### config.mk
export PLATFORM = sky130hd
export DESIGN_NAME = register_file
export DESIGN_NICKNAME = d
export VERILOG_FILES = /design/src/rtl/register_file.sv
export SDC_FILE = /design/constraint.sdc
export NUM_CORES = 2
export LEC_CHECK = 0
export ABC_AREA = 1
export BUFFER_PORTS_ARGS = -buffer_cell sky130_fd_sc_hd__buf_2
export CAP_MARGIN = 10
export CORE_MARGIN = 2
export CORE_UTILIZATION = 25
export CTS_CLUSTER_DIAMETER = 100
export DETAILED_ROUTE_END_ITERATION = 16
export GPL_TIMING_DRIVEN = 0
export PLACE_DENSITY = 0.44
export SLEW_MARGIN = 20
export SYNTH_ARGS = -nofsm -noshare
export SYNTH_HDL_FRONTEND = slang
export SYNTH_SLANG_ARGS = --single-unit
### constraint.sdc
create_clock -name clk -period 36 [get_ports clk]
set_clock_uncertainty 0.15 [all_clocks]
set_input_delay 7.2 -clock clk [delete_from_list [all_inputs] [get_ports clk]]
set_output_delay 7.2 -clock clk [all_outputs]
set_load 0.05 [all_outputs]
### src/rtl/register_file.sv
// Two combinational read ports, one rising-edge write port; register 0 reads as zero.
// Optional same-cycle write-to-read forwarding under `define WRITE_BYPASS_EN.
module register_file #(
    parameter int ADDRSIZE = 5,
    parameter int WORDSIZE = 32
) (
    input  logic                clk,
    input  logic                reset,
    input  logic                regWrite,
    input  logic [ADDRSIZE-1:0] readReg1,
    input  logic [ADDRSIZE-1:0] readReg2,
    input  logic [ADDRSIZE-1:0] writeReg,
    input  logic [WORDSIZE-1:0] writeData,
    output logic [WORDSIZE-1:0] readData1,
    output logic [WORDSIZE-1:0] readData2
);
    localparam int DEPTH = 1 << ADDRSIZE;

    logic [WORDSIZE-1:0] regs_q [DEPTH];
    logic                wr_en;

    assign wr_en = regWrite && (writeReg != '0);

    always_ff @(posedge clk or posedge reset) begin
        if (reset) begin
            for (int i = 0; i < DEPTH; i++) begin
                regs_q[i] <= '0;
            end
        end else if (wr_en) begin
            regs_q[writeReg] <= writeData;
        end
    end

    // Entry 0 is never written, but the read mux still forces zero so x0 is
    // correct even if storage were ever disturbed.
    always_comb begin
        readData1 = '0;
        readData2 = '0;
        if (!reset) begin
            if (readReg1 != '0) begin
                readData1 = regs_q[readReg1];
            end
            if (readReg2 != '0) begin
                readData2 = regs_q[readReg2];
            end
`ifdef WRITE_BYPASS_EN
            if (wr_en && (readReg1 == writeReg)) begin
                readData1 = writeData;
            end
            if (wr_en && (readReg2 == writeReg)) begin
                readData2 = writeData;
            end
`endif
        end
    end
endmodule

After elaboration in Yosys (flattened, before gate mapping)
Cells that the tools add are included.
- logic and storage cells: 57
- bits of input ports: 50
- bits in registers: 1024
- output and inout port bits: 64
- reductions and logical operators: 5
- order comparisons: 4
- mux-type cells: 13
- bitwise operators: 3
- operator list (operator ; count):
    bitwise mux 1024 bit ; 1
    binary-select mux 32 bit (select 5 bit) ; 2
    two-way mux 32 bit ; 9
    demux 32 bit (select 5 bit) ; 1
    >= comparator 6 bit, second input constant ; 3
    NOT 5 -> 6 bit ; 3
    nonzero test 5 bit ; 3
    < comparator 6 x 1 -> 1 bit, second input constant ; 1
    logical AND 1 bit ; 2

Depth between registers and ports, before layout
- depth in word-level cells: 6
- gate-level depth with buffers: 11
- depth with buffers taken out: 8

Worst setup path before layout
No wires, ideal clock.
- path type: input to output
- from: input reset
- to: output readData1[10]
- path buffers: 1
- required time: 28.650 ns
- setup slack: -2.973 ns
- stages: 6
- data arrival time: 31.623 ns
- cells stage by stage: inv_1 o21ai_0 inv_1 clkbuf_1 nand2_1 nor2_1
- word-level cells in the longest chain between the ends: 1
- RTL lines (item ; line ; text):
    start: declaration ; 8 ; input logic reset,
    two-way mux 32 bit ; 39 ; if (!reset) begin
    end: declaration ; 14 ; output logic [WORDSIZE-1:0] readData1,
Every way passes these cells.

Final worst setup path
- from: input readReg1[1]
- to: output readData1[28]
- word-level cells in the longest chain between the ends: 6
- elaborated cells on any way between the ends: 7
- those cells by class: 5 x mux; 1 x bitwise; 1 x reduce/logical
- RTL lines (item ; line ; text):
    start: declaration ; 10 ; input logic [ADDRSIZE-1:0] readReg1,
    NOT 5 -> 6 bit (not written as such) ; 41 ; readData1 = regs_q[readReg1];
    binary-select mux 32 bit (select 5 bit) ; 41 ;
    two-way mux 32 bit (not written as such) (2 in series) ; 41 ;
    two-way mux 32 bit (*) ; 40 ; if (readReg1 != '0) begin
    two-way mux 32 bit (*) ; 39 ;
Every way passes the cells marked *; elsewhere a longest branch is shown, timed or not. The select of a mux whose other input is x is not followed.

==> results.yml <==
status:
  outcome: "finished clean"
cts:
  htree_levels: 4
  root_buffer: "clkbuf_16"
  clkLatencyLatePin_ns: 0.81
  cts_buffers: 135
  cts_tree: "done"
  postCtsSetupRepairBufs: 0
  cts.reportedPaths.clkPinSlew_ns: 0.05
  ctsResizeCount: 0
  hold_buffers: 0
  cts_max_path_buffers: 3
  cts_sinks: 1024
min_path:
  min_path_type: "flop to flop"
setup_path:
  worst_setup_path_start_kind: "input port"
  worst-setup-path-type: "input port to primary output"
  endpoint_kind: "primary output"
  required_ns: 28.65
  cpMostUsedCell: "nand3_1"
  cp_max_fo: 10
  cp.arrival_ns: 12.00
  crit_chain: "clkbuf_1 > clkbuf_1 > clkbuf_1 > nand3_1 > nand3_1 > nand3_1 > nand3_1 > nand2_1 > nor2_1 > buf_2"
  critPathSlowestCell: "clkbuf_1"
  critPathMaxStageDelay_ns: 1.04
placed_design:
  postPlaceCellArea_um2: 65630
  gp_congestion: 1.043
  dp.cells: 12160
  dpl_worst_slack_ns: 17.03
  place.port_buffers: 109
  dp_hpwl_um: 362000
timing:
  tightest_slew_ns: 1.458
  rsz0062_at_grt: "false"
  max-slew-margin-rel: 0.02425
  holdWs_ns: 0.3322
  slew_violations: 0
  period_share: 0.5375
  timing.fmax_mhz: 51.68
  setup_viol: 0
  hold_viol: 0
  min_period_ns: 19.35
  fin_setup_tns_ns: 0
  fin_ws_ns: 16.65
logic_synthesis:
  yosysTopAreaCellShare: 0.4345
  post-synth-top-area-cell: "dfrtp_1"
  synth_area_um2: 58980
  synth.yosys.warnings: 0
  syn_avg_cell_area_um2: 6.693
  yosys-top-cells-area: "dfrtp_1 43%, nand2_1 19%, nand3_1 15%"
  synth_cells: 8812
  synthDistinctLibCells: 21
  synth_seq_cells: 1024
  synth_nets: 8862
  ys_seq_area_frac: 0.4345
layout:
  drive_gt1_frac: 0.07771
  nFillCells: 26180
  syn_to_final_growth_pct: 19.30
  fin_util: 0.2995
  final_cell_mix: "3,036 x nand2_1, 1,730 x nand3_1, 1,024 x dfrtp_1, 985 x inv_1, 718 x o21ai_0"
  final_cell_area_um2: 70360
  largest_reg_flops: 1024
  reg.largest.list: "regs_q: 1024 flops"
  regMostFlops: "regs_q"
  fin_nets: 9192
  final_common_cell: "nand2_1"
  layout.cells.non_filler: 12470
die:
  die_height_um: 489.7
  rows: 178
  fp.dieW_um: 489.7
  io_pins: 114
  core_area_um2: 235000
  initial_core_util: 0.2510
  die-area_um2: 239800
routing:
  ant_nets: 0
  dr_total_vias: 69890
  via_per_inst: 5.603
  wl_per_cell_um: 38.38
  drtIter0Drc: 11130
  drt-pass1-iter-count: 7
  drc: 0
  totalWireLength_um: 478700
pwr:
  ir_drop_v: 0.00003960
  p_total_mw: 4.056
  leakage_nw: 34.63
  p_per_area_nw_per_um2: 57.64
global_route:
  gr-total-overflow: 0
  grt_pass1_wl_um: 618700
  antenna_found_initial: 78
  grt_use_total: 0.3902
  grt_max_degree: 34
  grt_pass1_vias: 63550
run:
  cap_violations: 0
## worst max-delay path, delay by kind of cell
kind,cells,cell delay [ns]
buf+inv,4,3.03
simple gates,6,1.71
## cell type report
type,instances,area [µm²],share of cell area
Antenna cell,71,177.7,0.002525
Buffer,727,3050,0.04335
Clock buffer,193,4013,0.05703
Clock inverter,54,539.3,0.007664
Inverter,996,3742,0.05319
Multi-Input combinational cell,6065,26820,0.3811
Sequential cell,1024,25620,0.3642
Tap cell,3150,3941,0.05601
Timing Repair Buffer,193,2459,0.03494
## power by group
| part | switching [mW] | total [mW] | internal (mW) |
|---|---|---|---|
| logic | 0.840 | 1.12 | 0.280 |
| clock network | 0.615 | 1.45 | 0.835 |
| registers | 0.118 | 1.49 | 1.37 |
| total | 1.57 | 4.06 | 2.48 |
## cells in the mapped netlist, drive strengths merged
| master | instances |
|---|---|
| or2 | 32 |
| nand2 | 3036 |
| clkbuf | 605 |
| clkinv | 1 |
| inv | 995 |
| dfrtp | 1024 |
| buf | 122 |
| o21ai | 994 |
| nor2 | 134 |
| nor4 | 1 |
| nand3 | 1730 |
| nor3b | 1 |
| o211ai | 128 |
| nor3 | 7 |
| nand4 | 2 |
## logic make-up (layout without fill, tap and decap cells)
logic type             count (synthesis)  in the layout  share of synthesized area
AND/OR/NAND/NOR                     4943           4943                     0.3539
buffers and inverters               1723           2163                     0.1110
AO/OA/AOI/OAI                       1122           1122                     0.1006
flip-flops                          1024           1024                     0.4345
other                                  0             71                          0
## layer usage
metal	GRT usage	part of all wire	wire length, µm	up-vias
met4	0.2992	0.090	43170	30
met2	0.5562	0.41	196500	5042
met3	0.1172	0.11	50790	1460
met5	0	0.00042	201	-
met1	0.4916	0.39	188000	34600
li1	-	-	-	28760
## final timing paths
check                                             start                 endpoint  slack (ns)  depth (start not counted)
worst max register to register   regs_q[82]$_DFFE_PP0P_   regs_q[82]$_DFFE_PP0P_       34.90                          2
max in group asynchronous                         reset  regs_q[720]$_DFFE_PP0P_       26.83                         12
worst min-delay path            regs_q[775]$_DFFE_PP0P_  regs_q[775]$_DFFE_PP0P_        0.33                          2
min in group asynchronous                         reset  regs_q[343]$_DFFE_PP0P_        6.28                          2
worst min register to register  regs_q[775]$_DFFE_PP0P_  regs_q[775]$_DFFE_PP0P_        0.33                          2
worst max-delay path                        readReg1[1]            readData1[28]       16.65                         10
(Power assumes the default switching activity.)
